`src/rtl/reg_bus_file.sv`:
```
// reg_bus_file: 16-entry register file with virtual input (0xA), ALU result (0xD), flags and handshaked output port (0xE).
// Optional debug read port enabled by defining REG_DBG_PORT_EN.
module reg_bus_file #(
    parameter int DATA_W = 16,
    parameter logic [3:0] FLAG_ADDR = 4'hf
) (
    input  logic              clk,
    input  logic              rst,
    input  logic              mov_enable,
    input  logic [3:0]        reg_addr_from,
    input  logic [3:0]        reg_addr_to,
    input  logic [DATA_W-1:0] operand,
    output logic [DATA_W-1:0] out_data,
    output logic              out_valid,
    input  logic              out_ready,
    output logic              out_overrun,
    output logic [2:0]        flags
`ifdef REG_DBG_PORT_EN
    ,
    input  logic [3:0]        dbg_addr,
    output logic [DATA_W-1:0] dbg_data
`endif
);
    logic [DATA_W-1:0] regs [16];
    logic [DATA_W:0]   alu_wide;
    logic [DATA_W-1:0] alu_res, src;
    logic [2:0]        alu_flags;
    logic              wr, wr_e;
    // Bit DATA_W of the 17-bit result is carry for add, borrow for sub, 0 otherwise.
    always_comb begin
        case (operand[3:0])
            4'd0:    alu_wide = {1'b0, regs[11]} + {1'b0, regs[12]};
            4'd1:    alu_wide = {1'b0, regs[11]} - {1'b0, regs[12]};
            4'd2:    alu_wide = {1'b0, regs[11] & regs[12]};
            4'd3:    alu_wide = {1'b0, regs[11] | regs[12]};
            4'd4:    alu_wide = {1'b0, regs[11] ^ regs[12]};
            4'd5:    alu_wide = {1'b0, ~regs[11]};
            default: alu_wide = {1'b0, regs[11]};
        endcase
    end
    assign alu_res   = alu_wide[DATA_W-1:0];
    assign alu_flags = {alu_res[DATA_W-1], alu_wide[DATA_W], alu_res == '0};
    assign src = reg_addr_from == 4'ha      ? operand :
                 reg_addr_from == 4'hd      ? alu_res :
                 reg_addr_from == 4'he      ? out_data :
                 reg_addr_from == FLAG_ADDR ? {{(DATA_W-3){1'b0}}, flags} :
                 regs[reg_addr_from];
    assign wr   = mov_enable && reg_addr_to != 4'ha && reg_addr_to != 4'hd && reg_addr_to != FLAG_ADDR;
    assign wr_e = wr && reg_addr_to == 4'he;
    always_ff @(posedge clk or posedge rst) begin
        if (rst) begin
            for (int i = 0; i < 16; i++) regs[i] <= '0;
            out_data    <= '0;
            out_valid   <= 1'b0;
            out_overrun <= 1'b0;
            flags       <= '0;
        end else begin
            if (wr && !wr_e) regs[reg_addr_to] <= src;
            if (wr_e) out_data <= src;
            out_valid <= wr_e ? 1'b1 : (out_valid && out_ready) ? 1'b0 : out_valid;
            if (wr_e && out_valid && !out_ready) out_overrun <= 1'b1;
            if (mov_enable && reg_addr_from == 4'hd) flags <= alu_flags;
        end
    end
`ifdef REG_DBG_PORT_EN
    assign dbg_data = (dbg_addr == 4'ha || dbg_addr == 4'hd) ? '0 :
                      dbg_addr == FLAG_ADDR ? {{(DATA_W-3){1'b0}}, flags} :
                      dbg_addr == 4'he ? out_data :
                      regs[dbg_addr];
`endif
endmodule

```
`config.mk`:
```
export PLATFORM = sky130hd
export DESIGN_NAME = reg_bus_file
export DESIGN_NICKNAME = d
export VERILOG_FILES = /design/src/rtl/reg_bus_file.sv
export SDC_FILE = /design/constraint.sdc
export NUM_CORES = 1
export LEC_CHECK = 0
export ABC_CLOCK_PERIOD_IN_PS = 8700
export BUFFER_PORTS_ARGS = -buffer_cell sky130_fd_sc_hd__buf_4
export CAP_MARGIN = 30
export CORE_MARGIN = 3
export CORE_UTILIZATION = 40
export CTS_CLUSTER_SIZE = 25
export DETAILED_ROUTE_END_ITERATION = 12
export GPL_ROUTABILITY_DRIVEN = 0
export PLACE_DENSITY_LB_ADDON = 0.3
export SYNTH_ARGS = -nofsm -noshare
export SYNTH_HDL_FRONTEND = slang
export SYNTH_SLANG_ARGS = --single-unit
```
`constraint.sdc`:
```
create_clock -name clk -period 8.7 [get_ports clk]
set_clock_uncertainty 0.1 [all_clocks]
set_input_delay 0.435 -clock clk [delete_from_list [all_inputs] [get_ports clk]]
set_output_delay 0.435 -clock clk [all_outputs]
set_load 0.005 [all_outputs]
```
After elaboration in Yosys (flattened, before gate mapping)
Index checks and enable logic that the tools add are counted.
{"block": "totals", "reg_bits": 277, "in_bits": 28, "elab_cells": 72}
{"block": "op_classes", "addsub": 2, "magnitude_cmp": 3, "n_eq_ne": 13, "muxes": 13, "n_bitwise": 6, "n_reduce_logical": 15}
{"cell": "$bwmux W256", "count": 1}
{"cell": "$mux W16", "count": 7}
{"cell": "$pmux W17 S6", "count": 1}
{"cell": "$bmux W16 S4", "count": 1}
{"cell": "$demux W16 S4", "count": 1}
{"cell": "$eq A4 B4 Y1 const B", "count": 5}
{"cell": "$add A16 B16 Y17", "count": 1}
{"cell": "$sub A16 B16 Y17", "count": 1}
{"cell": "$and A16 B16 Y16", "count": 1}
{"cell": "$logic_not A16 Y1", "count": 1}
{"cell": "$not A16 Y16", "count": 1}
{"cell": "$or A16 B16 Y16", "count": 1}
{"cell": "$xor A16 B16 Y16", "count": 1}
{"cell": "$ne A4 B4 Y1 const B", "count": 3}
{"cell": "$ge A5 B5 Y1 const B", "count": 2}
{"cell": "$logic_and A1 B1 Y1", "count": 10}
{"cell": "$not A4 Y5", "count": 2}
{"cell": "$eq A4 B2 Y1 const B", "count": 2}
{"cell": "$eq A4 B3 Y1 const B", "count": 2}
{"cell": "$lt A5 B1 Y1 const B", "count": 1}
{"cell": "$eq A4 B1 Y1 const B", "count": 1}
{"cell": "$logic_not A4 Y1", "count": 1}
{"cell": "$logic_not A1 Y1", "count": 2}
{"cell": "$mux W1", "count": 2}
{"cell": "$reduce_bool A2 Y1", "count": 1}

Depth between registers and ports, before layout
{"block": "logic_depth", "word_depth": 9, "ltp_mapped": 19, "ltp_nobuf": 16}

Worst setup path after synthesis
Ideal clock, no wire load.
{"block": "synth_path", "path_kind": "input -> register", "startpoint": "input port operand[3]", "endpoint": "register regs[159] (netlist bit)", "setup_time_ns": 0.125, "arrival_ns": 3.699, "required_time_ns": 8.475, "setup_slack_ns": 4.776, "cell_stages": 16, "path_cell_list": "buf_2 nor3_1 buf_2 nand2_1 a21oi_1 o21ai_0 xnor2_1 ha_1 nand2_1 nor2_1 a211oi_1 o311ai_1 nor3_1 a21oi_1 buf_2 mux2_2"}
{"block": "synth_via", "elab_chain_cells": 5, "elab_cells_between_ends": 10, "classes_between": "eq/ne (5); mux (4); reduce/logical (1)"}
{"element": "start, declared", "line": "12", "text": "input logic [DATA_W-1:0] operand,"}
{"element": "$eq A4 B3 Y1, or another cell as far along", "line": "31", "text": "case (operand[3:0])"}
{"element": "$pmux W17 S6 *", "line": "31"}
{"element": "$mux W16 *", "line": "44", "text": "reg_addr_from == 4'hd ? alu_res :"}
{"element": "$mux W16 *", "line": "43", "text": "assign src = reg_addr_from == 4'ha ? operand :"}
{"element": "$bwmux W256 *", "line": "58", "text": "if (wr && !wr_e) regs[reg_addr_to] <= src;"}
{"element": "end signal, assigned by index", "line": "58"}
{"element": "end, declared", "line": "24", "text": "logic [DATA_W-1:0] regs [16];"}
Mark *: on every way between the ends. The rest lies on a longest branch, timed or not.
A chain may end at the register's enable or synchronous reset.

Worst setup path after layout
{"block": "layout_path", "startpoint": "register regs[48] (netlist bit)", "endpoint": "register out_data[11]"}
{"block": "layout_via", "elab_chain_cells": 4, "elab_cells_between_ends": 5, "classes_between": "add/sub (2); mux (3)"}
{"element": "$sub A16 B16 Y17 / $add A16 B16 Y17 (equally long branches)", "line": "33, 32"}
{"element": "$pmux W17 S6 *", "line": "31"}
{"element": "$mux W16 *", "line": "44"}
{"element": "$mux W16 *", "line": "43"}
{"element": "end signal, assigned", "line": "59", "text": "if (wr_e) out_data <= src;"}
{"element": "end, declared", "line": "13", "text": "output logic [DATA_W-1:0] out_data,"}
Marked as above.

==> flow_summary.html <==
<table>
<tr><th>Metric</th><th>Value</th></tr>
<tr><th colspan="2">Clocking</th></tr>
<tr><td>Clock root cell</td><td>clkbuf_16</td></tr>
<tr><td>H-Tree Depth</td><td>1</td></tr>
<tr><td>Clock transition at the register clock pins on the worst setup and hold paths after CTS</td><td>0.06 ns</td></tr>
<tr><td>CTS sink cnt</td><td>238</td></tr>
<tr><td>CTS buffer count</td><td>25</td></tr>
<tr><td>Setup fix buffers added after clock tree synthesis</td><td>0</td></tr>
<tr><td>Maximum clock insertion buffer count</td><td>3</td></tr>
<tr><td>Clock tree from TritonCTS</td><td>done</td></tr>
<tr><td>Clock latency on the worst-skew pair</td><td>0.52 ns</td></tr>
<tr><th colspan="2">STA</th></tr>
<tr><td>Final Worst Setup Slack</td><td>3.767 ns</td></tr>
<tr><td>Final critical-path required period</td><td>4.933 ns</td></tr>
<tr><td>Setup TNS</td><td>0 ns</td></tr>
<tr><td>Number of max-slew violations in the final report</td><td>0</td></tr>
<tr><td>Final-report hold violation count</td><td>0</td></tr>
<tr><td>Worst-margin pin slew</td><td>0.9873 ns</td></tr>
<tr><td>Setup repair after global routing missed its margin</td><td>false</td></tr>
<tr><td>Worst hold slack after final layout</td><td>0.1322 ns</td></tr>
<tr><td>Worst rel slew slack</td><td>33.82%</td></tr>
<tr><td>Tcrit/Tclk final</td><td>56.70%</td></tr>
<tr><td>Peak clock frequency supported by timing</td><td>202.7 MHz</td></tr>
<tr><td>Setup violation total in the final timing report</td><td>0</td></tr>
<tr><th colspan="2">Routing</th></tr>
<tr><td>Detail-routed via count per cell</td><td>5.811</td></tr>
<tr><td>Number of detailed-route iterations in the first pass</td><td>6</td></tr>
<tr><td>Vias after detailed routing</td><td>9716</td></tr>
<tr><td>Count of antenna-violating nets left after detailed routing</td><td>0</td></tr>
<tr><td>Wire length reported by the detailed router</td><td>37010 microns</td></tr>
<tr><td>Count of routing violations after the opening detailed-route iteration</td><td>1032</td></tr>
<tr><td>DRC viols</td><td>0</td></tr>
<tr><td>Post-detailed-route wirelength per cell</td><td>22.14 microns</td></tr>
<tr><th colspan="2">Floorplan</th></tr>
<tr><td>Core footprint</td><td>32950 sq um</td></tr>
<tr><td>Die X-Extent</td><td>190.1 microns</td></tr>
<tr><td>Initial Utilization</td><td>41.14%</td></tr>
<tr><td>Placement row count</td><td>66</td></tr>
<tr><td>Floorplan die area</td><td>36140 sq um</td></tr>
<tr><td>Die boundary height</td><td>190.1 microns</td></tr>
<tr><td>I/O pin cnt</td><td>49</td></tr>
<tr><th colspan="2">Layout</th></tr>
<tr><td>Finished Cell Area</td><td>14960 sq um</td></tr>
<tr><td>Commonest cells after routing, fill and taps aside</td><td>238 x dfrtp_1, 129 x mux2_2, 95 x nand2_1</td></tr>
<tr><td>N_diodes</td><td>0</td></tr>
<tr><td>Area Growth Syn to Fin</td><td>10.38%</td></tr>
<tr><td>Commonest non-fill, non-tap cell in the layout</td><td>dfrtp_1</td></tr>
<tr><td>Net count reported at finish</td><td>1291</td></tr>
<tr><td>Post-layout instance count excluding filler cells</td><td>1672</td></tr>
<tr><td>Fraction of final layout cells with drive strength greater than 1</td><td>25.37%</td></tr>
<tr><th colspan="2">Setup path</th></tr>
<tr><td>Crit. path cell count</td><td>15</td></tr>
<tr><td>Kind of critical path</td><td>reg2reg</td></tr>
<tr><td>Capture point of the worst reg-to-reg path</td><td>out_data[11]</td></tr>
<tr><td>Cell-by-cell trace of the critical path</td><td>inv_1 &gt; ha_1 &gt; nor3b_1 &gt; nand4_1 &gt; nor2_1 &gt; nor2_1 &gt; xnor2_1 &gt; ha_1 &gt; nand4_1 &gt; a211oi_2 &gt; nor4_1 &gt; nor3b_1 &gt; o21ai_1 &gt; o21ai_1 &gt; mux2_2</td></tr>
<tr><td>Number of buffer and inverter instances along the worst setup path</td><td>1</td></tr>
<tr><td>Critical Path Fanout Max</td><td>13</td></tr>
<tr><td>Arrival @ worst endpoint</td><td>5.28 ns</td></tr>
<tr><td>Cell with the largest stage delay on the worst path</td><td>o21ai_1</td></tr>
<tr><td>Crit. End Element</td><td>register</td></tr>
<tr><td>WP data required</td><td>9.05 ns</td></tr>
<tr><td>Delay of the slowest cell on the worst path</td><td>0.68 ns</td></tr>
<tr><td>Crit Reg-Reg Startpoint</td><td>regs[48]</td></tr>
<tr><td>Count of cells along the worst register-to-register path</td><td>15</td></tr>
<tr><td>Worst-case register-to-register setup slack</td><td>3.77 ns</td></tr>
<tr><td>Category of cells accounting for the largest share of critical-path delay</td><td>simple AND/OR/NAND/NOR gates</td></tr>
<tr><td>Worst setup path startpoint</td><td>regs[48]</td></tr>
<tr><td>End of the critical path</td><td>out_data[11]</td></tr>
<tr><td>Worst Setup Start Kind</td><td>register</td></tr>
<tr><th colspan="2">Placement</th></tr>
<tr><td>HPWL after detailed placement</td><td>25830 microns</td></tr>
<tr><td>Dpl cell area</td><td>14140 sq um</td></tr>
<tr><td>Worst slack at placement</td><td>3.783 ns</td></tr>
<tr><td>Number of cells after detailed placement</td><td>1627</td></tr>
<tr><td>Number of port buffers</td><td>48</td></tr>
<tr><th colspan="2">Yosys</th></tr>
<tr><td>Ys async rst share</td><td>100.0%</td></tr>
<tr><td>Post-synthesis instance total</td><td>1236</td></tr>
<tr><td>Number of warnings issued by yosys</td><td>0</td></tr>
<tr><td>Average cell area after synthesis</td><td>10.97 sq um</td></tr>
<tr><td>EDFF count, synth</td><td>0</td></tr>
<tr><td>Flip-flop cell with the highest count after synthesis</td><td>dfrtp_1</td></tr>
<tr><td>Flip-flop and latch count after synthesis</td><td>238</td></tr>
<tr><td>Synthesized area</td><td>13560 sq um</td></tr>
<tr><td>Post-synth cell types</td><td>86</td></tr>
<tr><td>Synthesized netlist net count</td><td>1314</td></tr>
<tr><td>Sequential element share of the synthesized area</td><td>43.93%</td></tr>
<tr><th colspan="2">Pwr</th></tr>
<tr><td>Static leakage</td><td>6.738 nW</td></tr>
<tr><td>PwrDens</td><td>247.4 nW/um^2</td></tr>
<tr><td>Worst IR drop on VDD</td><td>0.1487 mV</td></tr>
<tr><th colspan="2">GRT</th></tr>
<tr><td>Global-route wire length before repair</td><td>58460 microns</td></tr>
<tr><td>Number of antenna violations at the first check in global routing</td><td>1</td></tr>
<tr><td>Largest net degree at the start of global routing</td><td>108</td></tr>
<tr><td>Total GRT Usage</td><td>20.69%</td></tr>
<tr><td>Via count of the first global-routing pass</td><td>9808</td></tr>
<tr><td>Global route total overflow</td><td>0</td></tr>
<tr><th colspan="2">Hold path</th></tr>
<tr><td>Type of the most critical hold path</td><td>in2reg</td></tr>
<tr><td>Hold Startpoint</td><td>out_ready</td></tr>
<tr><th colspan="2">Outcome</th></tr>
<tr><td>Result of the run</td><td>finished, final reports clean</td></tr>
<tr><th colspan="2">Flow run</th></tr>
<tr><td>Max-cap violations</td><td>0</td></tr>
</table>
## cells in the mapped netlist (6+ instances only)
cell type | count | area share (%)
a21o_1 | 8 | 0.44
a21oi_1 | 74 | 2.7
a222oi_1 | 6 | 0.44
a31oi_1 | 8 | 0.37
and3_1 | 7 | 0.32
buf_1 | 6 | 0.17
buf_2 | 25 | 0.92
buf_4 | 8 | 0.44
buf_6 | 9 | 0.75
clkbuf_1 | 69 | 1.9
dfrtp_1 | 238 | 44
ha_1 | 49 | 4.5
inv_1 | 54 | 1.5
mux2_2 | 129 | 11
mux2i_1 | 27 | 2.0
mux4_1 | 7 | 1.4
mux4_2 | 44 | 7.3
nand2_1 | 95 | 2.6
nand2b_1 | 10 | 0.46
nand3_1 | 8 | 0.30
nand4_1 | 6 | 0.28
nor2_1 | 63 | 1.7
nor2b_1 | 17 | 0.78
nor3_1 | 13 | 0.48
o211ai_1 | 7 | 0.39
o21ai_0 | 93 | 3.4
o21ai_1 | 14 | 0.52
o22ai_1 | 13 | 0.60
o31ai_1 | 6 | 0.33
xnor2_1 | 20 | 1.3
## how the worst min path moves through the flow
stage | slack, ns | endpoint | depth (start not counted)
2_1_floorplan | 0.32 | regs[83] | 1
3_3_place_gp | 0.26 | regs[86] | 0
3_5_place_dp | 0.26 | regs[86] | 0
4_1_cts | 0.11 | out_valid | 3
5_1_grt | 0.13 | out_valid | 3
6_report | 0.13 | out_valid | 3
## layer usage
| layer | global-route usage [%] | share of wire [%] | vias to the layer above |
|---|---|---|---|
| li1 | - | - | 4407 |
| met1 | 30.43 | 45 | 4923 |
| met2 | 32.23 | 46 | 316 |
| met3 | 2.672 | 6.6 | 70 |
| met4 | 5.857 | 2.8 | 0 |
| met5 | 0 | 0 | - |
## final cells by class
type / count / area, sq um
fill: 3019 / 17980
multi-input combinational: 824 / 6824
sequential: 238 / 5956
clock buffer: 40 / 772.0
timing repair buffer: 69 / 600.6
tap: 442 / 553.0
inverter: 55 / 214.0
clock inverter: 4 / 45.04
## stage by stage
| step | utilization (%) | total power [mW] |
|---|---|---|
| after detailed placement | 42.91 | 2.646 |
| after floorplan | - | 2.313 |
| after CTS | 45.42 | 3.715 |
| after global routing | 45.42 | 3.919 |
| final | 45.42 | 3.703 |
| after global placement | 42.55 | 2.605 |
## worst register-to-register path, stage by stage, from the launching register on
cell and delay, ns:
dfrtp_1 0.51, inv_1 0.17, ha_1 0.20, nor3b_1 0.42
nand4_1 0.19, nor2_1 0.20, nor2_1 0.09, xnor2_1 0.14
ha_1 0.44, nand4_1 0.18, a211oi_2 0.37, nor4_1 0.09
nor3b_1 0.63, o21ai_1 0.14, o21ai_1 0.68, mux2_2 0.30
## what timing repair did
item                                    in CTS  in global routing
endpoints found under the setup margin       0                  0
hold endpoints to repair                     6                  0
resized for setup                            0                  0
hold buffers                                 1                  0
## power breakdown
group / switching [mW] / leakage, nW / internal (mW)
logic: 0.585 / 3.22 / 0.515
clock network: 0.428 / 0.406 / 0.632
registers: 0.208 / 3.11 / 1.34
total: 1.22 / 6.74 / 2.48
## registers in the layout, summed over array words and instances, names as in the netlist
name,count
out_data,16
flags,3
regs,217
out_valid,1
out_overrun,1
## cells by family after synthesis
| group | Yosys count | synth area share, % |
|---|---|---|
| compound gates | 292 | 13.61 |
| simple gates | 249 | 8.759 |
| flops | 238 | 43.93 |
| mux | 210 | 21.68 |
| buf+inv | 174 | 5.861 |
| fa+ha+maj | 50 | 4.670 |
| xor+xnor | 23 | 1.486 |
(Power assumes the default switching activity.)
